`src/rtl/pc_sequencer.sv`:
```
// pc_sequencer: 13-bit program counter with flag register,
// conditional branch resolution and a small return-address stack.
module pc_sequencer #(
  parameter int          STACK_DEPTH = 4,
  parameter logic [12:0] RESET_PC    = 13'h0000
) (
  input  logic                         clk,
  input  logic                         rst,
  input  logic [2:0]                   status,
  input  logic                         flag_we,
  input  logic                         pc_en,
  input  logic [2:0]                   op,
  input  logic [12:0]                  target,
  input  logic                         err_clr,
  output logic [12:0]                  pc,
  output logic                         carry_flag,
  output logic                         zero_flag,
  output logic                         neg_flag,
  output logic                         taken,
  output logic [$clog2(STACK_DEPTH):0] depth,
  output logic                         stack_ovf,
  output logic                         stack_unf
);

  localparam int AW = $clog2(STACK_DEPTH);
  localparam int DW = AW + 1;
  localparam logic [DW-1:0] FULL = DW'(STACK_DEPTH);

  localparam logic [2:0] OP_NEXT = 3'b000;
  localparam logic [2:0] OP_JMP  = 3'b001;
  localparam logic [2:0] OP_JZ   = 3'b010;
  localparam logic [2:0] OP_JNZ  = 3'b011;
  localparam logic [2:0] OP_JC   = 3'b100;
  localparam logic [2:0] OP_JNC  = 3'b101;
  localparam logic [2:0] OP_CALL = 3'b110;
  localparam logic [2:0] OP_RET  = 3'b111;

  logic [12:0]   r_pc;
  logic          r_c;
  logic          r_z;
  logic          r_n;
  logic          r_taken;
  logic [DW-1:0] r_depth;
  logic          r_ovf;
  logic          r_unf;
  logic [12:0]   r_stack [STACK_DEPTH];

  logic [12:0]   w_pc_inc;
  logic          w_full;
  logic          w_empty;
  logic [AW-1:0] w_wr_idx;
  logic [AW-1:0] w_rd_idx;
  logic [12:0]   w_top;

  logic [12:0]   w_pc_nxt;
  logic          w_taken_nxt;
  logic [DW-1:0] w_depth_nxt;
  logic          w_push;
  logic          w_ovf_set;
  logic          w_unf_set;

  assign w_pc_inc = r_pc + 13'd1;
  assign w_full   = (r_depth == FULL);
  assign w_empty  = (r_depth == '0);
  assign w_wr_idx = r_depth[AW-1:0];
  assign w_rd_idx = AW'(r_depth - DW'(1));
  assign w_top    = r_stack[w_rd_idx];

  // Decode the sequencing op into next PC, stack action and error events.
  always_comb begin
    w_pc_nxt    = r_pc;
    w_taken_nxt = r_taken;
    w_depth_nxt = r_depth;
    w_push      = 1'b0;
    w_ovf_set   = 1'b0;
    w_unf_set   = 1'b0;
    if (pc_en) begin
      w_pc_nxt    = w_pc_inc;
      w_taken_nxt = 1'b0;
      unique case (op)
        OP_NEXT: begin
          w_pc_nxt = w_pc_inc;
        end
        OP_JMP: begin
          w_pc_nxt    = target;
          w_taken_nxt = 1'b1;
        end
        OP_JZ: begin
          if (r_z) begin
            w_pc_nxt    = target;
            w_taken_nxt = 1'b1;
          end
        end
        OP_JNZ: begin
          if (!r_z) begin
            w_pc_nxt    = target;
            w_taken_nxt = 1'b1;
          end
        end
        OP_JC: begin
          if (r_c) begin
            w_pc_nxt    = target;
            w_taken_nxt = 1'b1;
          end
        end
        OP_JNC: begin
          if (!r_c) begin
            w_pc_nxt    = target;
            w_taken_nxt = 1'b1;
          end
        end
        OP_CALL: begin
          if (w_full) begin
            w_ovf_set = 1'b1;
          end else begin
            w_push      = 1'b1;
            w_depth_nxt = r_depth + DW'(1);
            w_pc_nxt    = target;
            w_taken_nxt = 1'b1;
          end
        end
        OP_RET: begin
          if (w_empty) begin
            w_unf_set = 1'b1;
          end else begin
            w_depth_nxt = r_depth - DW'(1);
            w_pc_nxt    = w_top;
            w_taken_nxt = 1'b1;
          end
        end
        default: begin
          w_pc_nxt = w_pc_inc;
        end
      endcase
    end
  end

  // PC, redirect indication and stack occupancy.
  always_ff @(posedge clk or posedge rst) begin
    if (rst) begin
      r_pc    <= RESET_PC;
      r_taken <= 1'b0;
      r_depth <= '0;
    end else begin
      r_pc    <= w_pc_nxt;
      r_taken <= w_taken_nxt;
      r_depth <= w_depth_nxt;
    end
  end

  // Flag register; its C bit feeds the ALU carry-in directly.
  always_ff @(posedge clk or posedge rst) begin
    if (rst) begin
      r_c <= 1'b0;
      r_z <= 1'b0;
      r_n <= 1'b0;
    end else if (flag_we) begin
      {r_c, r_z, r_n} <= status;
    end
  end

  // Sticky stack errors; a new error in the clearing cycle wins.
  always_ff @(posedge clk or posedge rst) begin
    if (rst) begin
      r_ovf <= 1'b0;
      r_unf <= 1'b0;
    end else begin
      r_ovf <= w_ovf_set | (r_ovf & ~err_clr);
      r_unf <= w_unf_set | (r_unf & ~err_clr);
    end
  end

  // Return-address storage; contents after reset are irrelevant.
  always_ff @(posedge clk) begin
    if (w_push) begin
      r_stack[w_wr_idx] <= w_pc_inc;
    end
  end

  assign pc         = r_pc;
  assign carry_flag = r_c;
  assign zero_flag  = r_z;
  assign neg_flag   = r_n;
  assign taken      = r_taken;
  assign depth      = r_depth;
  assign stack_ovf  = r_ovf;
  assign stack_unf  = r_unf;

endmodule

```
`config.mk`:
```
export PLATFORM = sky130hd
export DESIGN_NAME = pc_sequencer
export DESIGN_NICKNAME = d
export VERILOG_FILES = /design/src/rtl/pc_sequencer.sv
export SDC_FILE = /design/constraint.sdc
export NUM_CORES = 1
export LEC_CHECK = 0
export CORE_ASPECT_RATIO = 0.5
export CORE_MARGIN = 2
export CORE_UTILIZATION = 55
export DETAILED_ROUTE_END_ITERATION = 10
export GPL_TIMING_DRIVEN = 0
export PLACE_DENSITY = 0.8
export SYNTH_ARGS = -nofsm -noshare
export SYNTH_HDL_FRONTEND = slang
export SYNTH_SLANG_ARGS = --single-unit
```
`constraint.sdc`:
```
create_clock -name clk -period 3.1 [get_ports clk]
set_input_delay 0.62 -clock clk [delete_from_list [all_inputs] [get_ports clk]]
set_output_delay 0.62 -clock clk [all_outputs]
set_load 0.03 [all_outputs]
```
==> Word level (Yosys, flattened, before mapping) <==
Memories as Yosys holds them, arrays and structs flattened.
Cells that the tools add are included.
{ "totals": {"in_bits": 24, "wordCells": 58, "output_inout_bits": 22, "ramBits": 52, "memories": 1, "regBits": 22} }
{ "memory_table": {"columns": ["name", "words", "word_bits", "rd", "rd_clocked_by_memory_dff", "wr", "line", "source"], "rows": [
  ["r_stack", 4, 13, 1, 0, 1, "46", "logic [12:0] r_stack [STACK_DEPTH];"]
]} }
{ "classes": {"eq_ne": 10, "n_bitwise": 5, "addsub": 3, "muxes": 27, "reduce_logical": 4} }
{ "op_table": {"columns": ["op", "n"], "rows": [
  ["one-hot mux 13 bit (8 select lines)", 1],
  ["two-way mux 13 bit", 6],
  ["two-way mux 1 bit", 16],
  ["== test 3 bit (second input constant)", 5],
  ["adder 13 x 1 -> 13 bit (second input constant)", 1],
  ["one-hot mux 1 bit (7 select lines)", 1],
  ["== test 3 x 2 -> 1 bit (second input constant)", 2],
  ["logical NOT 3 bit", 2],
  ["two-way mux 3 bit", 2],
  ["one-hot mux 3 bit (2 select lines)", 1],
  ["inequality test 2 bit (second input constant)", 2],
  ["AND reduction 4 bit", 1],
  ["adder 3 x 1 -> 3 bit (second input constant)", 1],
  ["== test 3 x 1 -> 1 bit (second input constant)", 1],
  ["subtractor 3 x 1 -> 3 bit (second input constant)", 1],
  ["bitwise AND 1 bit", 2],
  ["bitwise OR 1 bit", 2],
  ["nonzero test 2 bit", 1],
  ["NOT 1 bit", 1]
]} }

==> Logic depth before layout (Yosys ltp) <==
Gate-level depths: netlist of run 1.
{ "logic_depth": {"depth_word": 6, "mapped_depth": 10, "ltp_nobuf": 7} }

==> Least setup slack after synthesis of run 1 <==
OpenSTA, ideal clock, no wires.
{ "synth_timing": {"kind": "register to register", "from": "register r_depth[0] (netlist: depth[0])", "to": "register r_pc[8] (netlist: pc[8])", "synth_period_minus_slack_ns": 2.863, "path_stages_with_launch": 9, "arrival_time_ns": 2.731, "required_time_ns": 2.968, "setup_time_ns": 0.132, "setup_slack_ns": 0.237, "n_path_buf": 3, "cell_sequence": "dfrtp_1 clkbuf_1 buf_2 inv_1 ha_1 clkbuf_1 mux4_2 a221oi_1 a21oi_1"} }
{ "synth_via": {"elab_chain_len": 4, "elab_cells_between_ends": 7, "classes_between": "add/sub: 1; eq/ne: 1; mux: 3; reduce/logical: 1; memory: 1"} }
{ "synth_rtl": {"columns": ["element", "line", "source"], "rows": [
  ["start, declared", "43", "logic [DW-1:0] r_depth;"],
  ["start signal, assigned", "147", "r_depth <= w_depth_nxt;"],
  ["subtractor 3 x 1 -> 3 bit", null, null],
  ["memory read (4 x 13 bit)", null, null],
  ["two-way mux 13 bit", "123", "if (w_empty) begin"],
  ["one-hot mux 13 bit (8 select lines) (*)", "80", "unique case (op)"],
  ["end signal, assigned", "145", "r_pc <= w_pc_nxt;"],
  ["end, declared", "38", "logic [12:0] r_pc;"]
]} }
Every way passes the cells marked *; elsewhere a longest branch is shown, timed or not.
A chain may end at the register's enable or synchronous reset.

==> Final worst setup path of run 1 <==
{ "layout_timing": {"from": "register r_depth[0] (netlist: depth[0])", "to": "register r_pc[5] (netlist: pc[5])"} }
Same word-level chain as after synthesis.

==> results of run 1 <==
==> sequential cells by signal, summed over array words and instances (netlist names) <==
name,flops
carry_flag,1
stack_ovf,1
r_stack,52
zero_flag,1
stack_unf,1
pc,13
taken,1
depth,3
neg_flag,1
==> placed cells by master, fill, tap and decap left out, types with 9 or more instances in the layout <==
cell / synthesis / layout
nand3_1: 15 / 15
clkbuf_16: 0 / 9
nand2_1: 19 / 19
o21ai_0: 9 / 9
edfxtp_1: 52 / 52
clkdlybuf4s50_1: 0 / 44
xnor2_1: 10 / 10
mux4_2: 13 / 13
dfrtp_1: 22 / 22
inv_1: 14 / 14
==> per-layer routing <==
| metal | GRT usage | vias up | share of wire |
|---|---|---|---|
| li1 | - | 1132 | - |
| met1 | 0.3392 | 1241 | 0.43 |
| met2 | 0.4060 | 114 | 0.46 |
| met3 | 0.06955 | 16 | 0.084 |
| met4 | 0.1033 | 0 | 0.018 |
| met5 | 0 | - | 0 |
==> critical path: cells and delay by family, from the launching register on <==
family	cells	cell delay, ps
buffers and inverters	4	1050
AND/OR/NAND/NOR	2	270
adder cells (fa/ha/maj)	1	440
flip-flops	1	400
multiplexers	1	360
AO/OA/AOI/OAI	1	130
==> stage by stage <==
step	setup slack, ps	cells	util
finish	340.3	415	0.7199
global route	150.3	415	0.7199
CTS	129.3	415	0.7189
detailed placement	-325.5	399	0.6650
global placement	-229.7	399	0.6650
floorplan	236.8	267	-
==> worst min-delay path by stage <==
stage	end	start	cells past startpoint	slack, ps
after global routing	taken	taken	1	530
after floorplan	carry_flag	rst	1	610
after global placement	neg_flag	neg_flag	1	490
final	taken	taken	1	510
after CTS	taken	taken	1	520
after detailed placement	taken	taken	1	500
==> area by class of cell <==
type / instances / share of cell area
Clock inverter: 6 / 0.02005
Tap cell: 88 / 0.02484
Clock buffer: 10 / 0.05392
Sequential cell: 74 / 0.4766
Inverter: 14 / 0.01186
Timing Repair Buffer: 44 / 0.09938
Buffer: 15 / 0.01637
Multi-Input combinational cell: 164 / 0.2970
==> power groups by stage <==
stage | registers, mW | clock network, mW | logic [mW]
2_1_floorplan | 1.51 | 0 | 0.703
3_3_place_gp | 1.36 | 0 | 1.22
3_5_place_dp | 1.37 | 0 | 1.26
4_1_cts | 1.35 | 1.15 | 1.28
5_1_grt | 1.37 | 1.18 | 1.38
6_report | 1.35 | 1.14 | 1.28
==> what timing repair did <==
action | in CTS | in global routing
setup buffers | 0 | 0
hold buffers | 0 | 0
endpoints found under the setup margin | 9 | 55
resized for setup | 2 | 6
==> cell usage after synthesis (7+ instances only) <==
master / instances / area, um2
nand3_1: 15 / 75.07
mux4_2: 13 / 292.8
xor2_1: 7 / 61.31
a21oi_1: 7 / 35.03
edfxtp_1: 52 / 1562
nand2_1: 19 / 71.32
o21ai_0: 9 / 45.04
inv_1: 14 / 52.55
dfrtp_1: 22 / 550.5
nor2_1: 8 / 30.03
xnor2_1: 10 / 87.58
clkbuf_1: 8 / 30.03
==> cells by family (layout without fill, tap and decap cells) <==
logic type	count (synthesis)	count (layout)	synth area share
compound gates	47	47	0.09145
xor+xnor	17	17	0.04202
fa+ha+maj	6	6	0.02119
buf+inv	29	89	0.03390
flops	74	74	0.5960
mux	19	19	0.1013
simple gates	75	75	0.1141
==> run metrics, run 1 <==
outcome finished clean; R2R depth 9; most frequent CP cell clkbuf_2; power per cell area 851.6 mW/mm2; DRT iter0 DRCs between 200 and 250; P_int approximately 2.5 mW; critical path arrival roughly 3000 ps; drt total wl about 8300 um; final instance area approximately 0.0044 mm2; Fillers 430; Worst setup endpoint pc[5]; CP Launch Point depth[0]; hold_ws 514.7 ps; total track usage 0.2523; setup_tns 0 ps; row count 20; CTS tree built; Primary FF master, synth edfxtp_1; clock slew at reported path FFs approximately 60 ps; Post-route DRC 0; relative slew slack 0.3729; crit-path max cell delay between 400 and 500 ps; FMAX 362.4 MHz; number of max-cap violations 0; Crit. End Element flip-flop; Tcrit/Tclk final 0.8902; Die Ht roughly 61 um; sw power 1.246 mW; Pwr Total roughly 3.8 mW; post-route ant nets 0; Vias/cell roughly 6.0; CTS root buf clkbuf_16; Post-synth EDFFs 52; Layout Nets around 350; Seq/Total Area, Yosys 0.5960; level count of the clock H-tree 3; Slew @ Worst Pin about 940 ps; WP data required 3320 ps; fin crit period roughly 2800 ps; gpl congestion around 0.9; RSZ-0062 raised after global routing no; synthesis-stage register bit count 74; Fin. Hold Viols 0; wire per inst about 20 um; Vias between 2000 and 3000; Ant. Diodes 0; number of global-route vias before repair 2441; mapped cell area approximately 0.0035 mm2; Core Footprint between 0.006 and 0.007 mm2; critical path fanouts, max 10; Clock Latency Late Sink approximately 340 ps; first-pass iteration count of the detailed router 5; Logic pwr share 0.340; Initial Utilization 0.5756; DP Area 0.004094 mm2; P_leak between 1.5 and 2 nW; port bufs 44; TritonCTS Sinks 74; Peak VDD IR 425.2 uV; switching share of power 0.3302; Critical Path Source Type flip-flop; total die area between 0.007 and 0.008 mm2; Max Root-Sink Buffers 2; FF-to-FF Start depth[0]; yosys warns 0; clock share of power 0.301; clk_skew between 7 and 8 ps; syn_nets between 200 and 300; internal reg-to-reg setup slack 340 ps; share of flip-flops with an asynchronous set or reset 0.2973; largest net degree at the start of global routing 23; synthesized area per cell roughly 13 um2; footprint of the multi-input gates roughly 0.0013 mm2; Cell Chain, Critical Path clkbuf_2 -> buf_4 -> inv_1 -> ha_1 -> clkbuf_2 -> mux4_2 -> and3_1 -> a21oi_1 -> nand3_1; total congestion overflow 0; initial antenna violation count 0; Crit Path Category flip-flop to flip-flop; first-pass GRT wire length 12830 um; DIE WIDTH about 120 um; Num CTS Buffers 9; register share of total power 0.359; Synth-to-Final Area Change 25.07%; Synth Instances 267; end of the worst register-to-register path pc[5]; layout cells sized above 1 0.1529; Setup violations, final 0; CP max-delay cell ha_1; Ports 46; Hold Path Class flip-flop to flip-flop; register area 0.002112 mm2; Netlist cell types 47; DP Wirelength between 5000 and 6000 um; Final Max Tran Viols 0
No activity file was read; power rests on OpenSTA's default activity.
==> run 2: changes to the inputs <==
- clock period: 3.1 -> 3.15 ns (I/O delays scaled with it)
==> run 2 against run 1 <==
Effect of this change: utilization about the same; wire length rose by 0.12%; worst setup slack got worse by 100 ps.
==> run metrics, run 2 (same netlist as run 1, synthesis figures left out) <==
Critical Path Source Type flip-flop; Tcrit/Tclk final 0.9244; number of global-route vias before repair ~2400; Max Root-Sink Buffers 2; routing usage on met3 0.06955; met1 GRT Util 0.3392; port bufs 44; first-pass GRT wire length about 13000 um; Layout Nets approximately 350; TritonCTS Sinks between 70 and 80; DIE WIDTH 117.5 um; Logic pwr share 0.340; Slew @ Worst Pin between 900 and 1000 ps; Post-route DRC 0; gpl congestion between 0.9 and 1; Ant. Diodes 0; Initial Utilization 0.5756; max reg flops 52; WP data required between 3000 and 4000 ps; FMAX between 300 and 400 MHz; wire per inst roughly 20 um; P_leak between 1.5 and 2 nW; setup_tns 0 ps; Clock Latency Late Sink between 300 and 400 ps; Hold Path Class flip-flop to flip-flop; Final Max Tran Viols 0; fin crit period approximately 2900 ps; CTS tree built; Vias/cell 6.039; switching share of power 0.3304; Core Footprint ~0.0062 mm2; total congestion overflow 0; Crit. End Element flip-flop; clock share of power 0.301; row count 20; crit-path max cell delay about 440 ps; sw power between 1 and 1.5 mW; power per cell area 837.9 mW/mm2; register share of total power 0.359; first-pass iteration count of the detailed router 5; Post-Place Setup Slack -275.5 ps; Synth-to-Final Area Change 25.04%; Ports 46; DP Wirelength roughly 5500 um; outcome finished clean; layout cells sized above 1 0.1498; commonest non-fill, non-tap cell in the layout edfxtp_1; Most flops, register r_stack; end-of-flow core utilization 0.7197; Crit Path Category flip-flop to flip-flop; critical path fanouts, max 10; Vias ~2500; clock slew at reported path FFs about 60 ps; buffers and inverters on the worst path 4; number of max-cap violations 0; final worst setup slack about 240 ps; CTS root buf clkbuf_16; CP max-delay cell ha_1; Setup violations, final 0; RSZ-0062 raised after global routing no; Die Ht a little over 60 um; Cell Chain, Critical Path clkbuf_1 -> buf_4 -> inv_1 -> ha_1 -> clkbuf_2 -> mux4_2 -> and3_1 -> a21oi_1 -> nand3_1; Inst Count DP roughly 400; met2 Resource Use GR 0.4060; Final Non-Filler Cells roughly 420; P_int about 2.5 mW; Crit path max-delay family buffers and inverters; DRT iter0 DRCs 247; drt total wl a little over 8000 um; hold buffers post-CTS 0; commonest cells after routing, fill and taps aside edfxtp_1 (52), clkdlybuf4s50_1 (44), dfrtp_1 (22); grt peak-use layer met2; post-route ant nets 0; clk_skew approximately 7.7 ps; initial antenna violation count 0; Fillers between 400 and 500; relative slew slack 0.3720; total track usage 0.2523; total die area between 0.007 and 0.008 mm2; largest net degree at the start of global routing 23; level count of the clock H-tree 3; Num CTS Buffers 9; critical path arrival about 3100 ps; Peak VDD IR between 400 and 500 uV; Fin. Hold Viols 0
run 2: cell types whose count changed in the layout (fill, tap and decap cells not counted):
| cell | change |
|---|---|
| clkbuf_1 | +1 |
| clkbuf_2 | -1 |
run 2: stage by stage:
step	area, um2	hold WS (ps)	power [mW]
CTS	4423	515.1	3.718
floorplan	3543	619.2	2.173
detailed placement	4094	501.9	2.593
global placement	4094	490.4	2.547
global route	4431	527.2	3.865
finish	4431	514.7	3.712
run 2: power groups by stage:
stage	Clock [mW]	Sequential [mW]	Combinational (mW)
6_report	1.12	1.33	1.26
5_1_grt	1.17	1.35	1.35
4_1_cts	1.13	1.33	1.26
3_5_place_dp	0	1.35	1.24
3_3_place_gp	0	1.34	1.20
2_1_floorplan	0	1.48	0.692
run 2: worst reg2reg max path: stages, from the launching register on:
cell	delay, ps
dfrtp_1	400
clkbuf_1	340
buf_4	330
inv_1	160
ha_1	440
clkbuf_2	370
mux4_2	360
and3_1	180
a21oi_1	130
nand3_1	90
run 2: worst paths after layout:
path / startpoint / end / slack [ps] / cells after the start
min in group asynchronous: rst / stack_ovf / 810 / 2
max in group asynchronous: rst / pc[0] / 1760 / 2
setup reg to reg: depth[0] / pc[5] / 240 / 9
hold reg to reg: taken / taken / 510 / 1
hold / removal: taken / taken / 510 / 1
setup / recovery: depth[0] / pc[5] / 240 / 9
run 2: area by class of cell:
class | count | area [um2] | share of cell area
flip-flops and latches | 74 | 2112 | 0.4767
multi-input cells | 164 | 1316 | 0.2971
repair buffers | 44 | 440.4 | 0.09941
clock buffers | 10 | 239.0 | 0.05394
well taps | 88 | 110.1 | 0.02485
clock inverters | 6 | 88.84 | 0.02005
plain buffers | 15 | 71.32 | 0.01610
inverters | 14 | 52.55 | 0.01186
run 2: metal layers:
layer	vias to the layer above	wire, um
li1	1132	-
met1	1245	3576
met2	113	3836
met3	16	714
met4	0	146
met5	-	0
run 2: repair_timing:
item / CTS / global route
resized for setup: 1 / 6
buffers inserted: 0 / 0
setup endpoints to repair: 9 / 62
hold endpoints to repair: 0 / 0
pin swaps: 0 / 0
==> run 3: changes to the inputs <==
- CELL_PAD_IN_SITES_DETAIL_PLACEMENT: default -> 2
- CELL_PAD_IN_SITES_GLOBAL_PLACEMENT: default -> 2
- CORE_UTILIZATION: 55 -> 38
- PLACE_DENSITY: 0.8 -> default
- PLACE_DENSITY_LB_ADDON: default -> 0.1
==> run 3 against run 2 <==
Effect of this change: clock skew shrank 0.91 ps; sequential share of layout area fell by 0.37 points; hold slack improved by 16 ps; total power increased by 1.3%; utilization is 22 points lower; register-to-register slack improved by 50 ps; cell area increased by 0.79%; largest power group unchanged; largest cell class unchanged; combinational power up 4%.
==> run metrics, run 3 (same netlist as run 1, synthesis figures left out) <==
row count 24; DP Wirelength about 8000 um; level count of the clock H-tree 3; Ports 46; CTS root buf clkbuf_16; Fin. Hold Viols 0; critical path arrival roughly 3100 ps; Initial Utilization 0.3986; setup_tns 0 ps; number of global-route vias before repair 2802; Crit Path Category flip-flop to flip-flop; Synth-to-Final Area Change 26.02%; fin crit period about 2900 ps; Clock Latency Late Sink roughly 330 ps; Layout Nets ~350; P_leak about 1.6 nW; Slew @ Worst Pin 1068 ps; port bufs 44; Most flops, register r_stack; Vias/cell 5.622; total track usage 0.2343; post-route ant nets 0; Fillers around 870; commonest cells after routing, fill and taps aside edfxtp_1 (52), clkdlybuf4s50_1 (44), dfrtp_1 (22); Ant. Diodes 0; TritonCTS Sinks 74; Core Footprint 0.008889 mm2; max reg flops 52; WP data required roughly 3400 ps; Crit. End Element flip-flop; layout cells sized above 1 0.1560; clock slew at reported path FFs 60 ps; drt total wl approximately 11000 um; critical path fanouts, max 10; FMAX approximately 350 MHz; gpl congestion ~0.8; Die Ht 72.28 um; power per cell area ~840 mW/mm2; setup bufs post-CTS 0; Tcrit/Tclk final 0.9096; relative slew slack 0.2873; Hold Path Class flip-flop to flip-flop; Pwr Total 3.760 mW; Vias 2496; CTS tree built; number of max-cap violations 0; Num CTS Buffers 9; first-pass iteration count of the detailed router 4; wire per inst about 24 um; Post-route DRC 0; hold_ws about 530 ps; Setup violations, final 0; initial antenna violation count 0; total congestion overflow 0; DIE WIDTH about 140 um; largest net degree at the start of global routing 23; hold buffers post-CTS 0; Peak VDD IR approximately 330 uV; Critical Path Source Type flip-flop; outcome finished clean; first-pass GRT wire length 17240 um; RSZ-0062 raised after global routing no; total die area between 0.01 and 0.015 mm2; DRT iter0 DRCs between 150 and 200; commonest non-fill, non-tap cell in the layout edfxtp_1; Max Root-Sink Buffers 2; clk_skew 6.757 ps; Final Max Tran Viols 0
run 3: cell types whose count changed in the layout (fill, tap and decap cells not counted), sizes merged:
cell and delta:
inv -1, clkinv +2, clkinvlp -1
run 3: timing repair:
| item | 4_1_cts | 5_1_grt |
|---|---|---|
| cloned | 0 | 0 |
| setup endpoints to repair | 62 | 61 |
| resized for setup | 2 | 7 |
run 3: final cells by class:
type	count	area, um2	share of cell area
sequential	74	2112	0.4730
multi-input combinational	164	1321	0.2959
timing repair buffer	44	440.4	0.09863
clock buffer	10	229.0	0.05127
tap	117	146.4	0.03278
clock inverter	6	91.34	0.02045
buffer	15	72.57	0.01625
inverter	14	52.55	0.01177
run 3: worst paths after layout:
| path | startpoint | to | slack, ps | depth (start not counted) |
|---|---|---|---|---|
| worst max-delay path | depth[0] | pc[11] | 280 | 8 |
| worst max register to register | depth[0] | pc[11] | 280 | 8 |
| worst min-delay path | taken | taken | 530 | 1 |
| max in group asynchronous | rst | neg_flag | 1620 | 2 |
| worst min register to register | taken | taken | 530 | 1 |
| min in group asynchronous | rst | depth[1] | 870 | 2 |
run 3: critical path, stage by stage (launching register included):
cell and delay (ps):
dfrtp_1 410, clkbuf_2 240, buf_4 290, inv_1 150, ha_1 460, clkbuf_2 380
mux4_2 390, a222oi_1 260, mux2i_1 120
run 3: where the power goes:
| part | internal (mW) | total, mW | switching, mW |
|---|---|---|---|
| Combinational | 0.556 | 1.31 | 0.756 |
| Sequential | 1.22 | 1.34 | 0.124 |
| Clock | 0.696 | 1.11 | 0.409 |
| Total | 2.47 | 3.76 | 1.29 |
run 3: per-layer routing:
metal	part of all wire	routed length [um]	up-vias	GRT usage
li1	-	-	1130	-
met1	0.47	5071	1303	0.3319
met2	0.48	5197	59	0.3753
met3	0.041	439	4	0.05347
met4	0.0038	41	0	0.05444
met5	0	0	-	0
run 3: stage by stage:
| step | setup WS [ps] | cells | util | cell area (um2) |
|---|---|---|---|---|
| 2_1_floorplan | 286.8 | 267 | - | 3543 |
| 3_3_place_gp | -281.8 | 428 | 0.4647 | 4130 |
| 3_5_place_dp | -374.0 | 428 | 0.4647 | 4130 |
| 4_1_cts | 48.13 | 444 | 0.5011 | 4454 |
| 5_1_grt | 60.11 | 444 | 0.5024 | 4466 |
| 6_report | 284.8 | 444 | 0.5024 | 4466 |
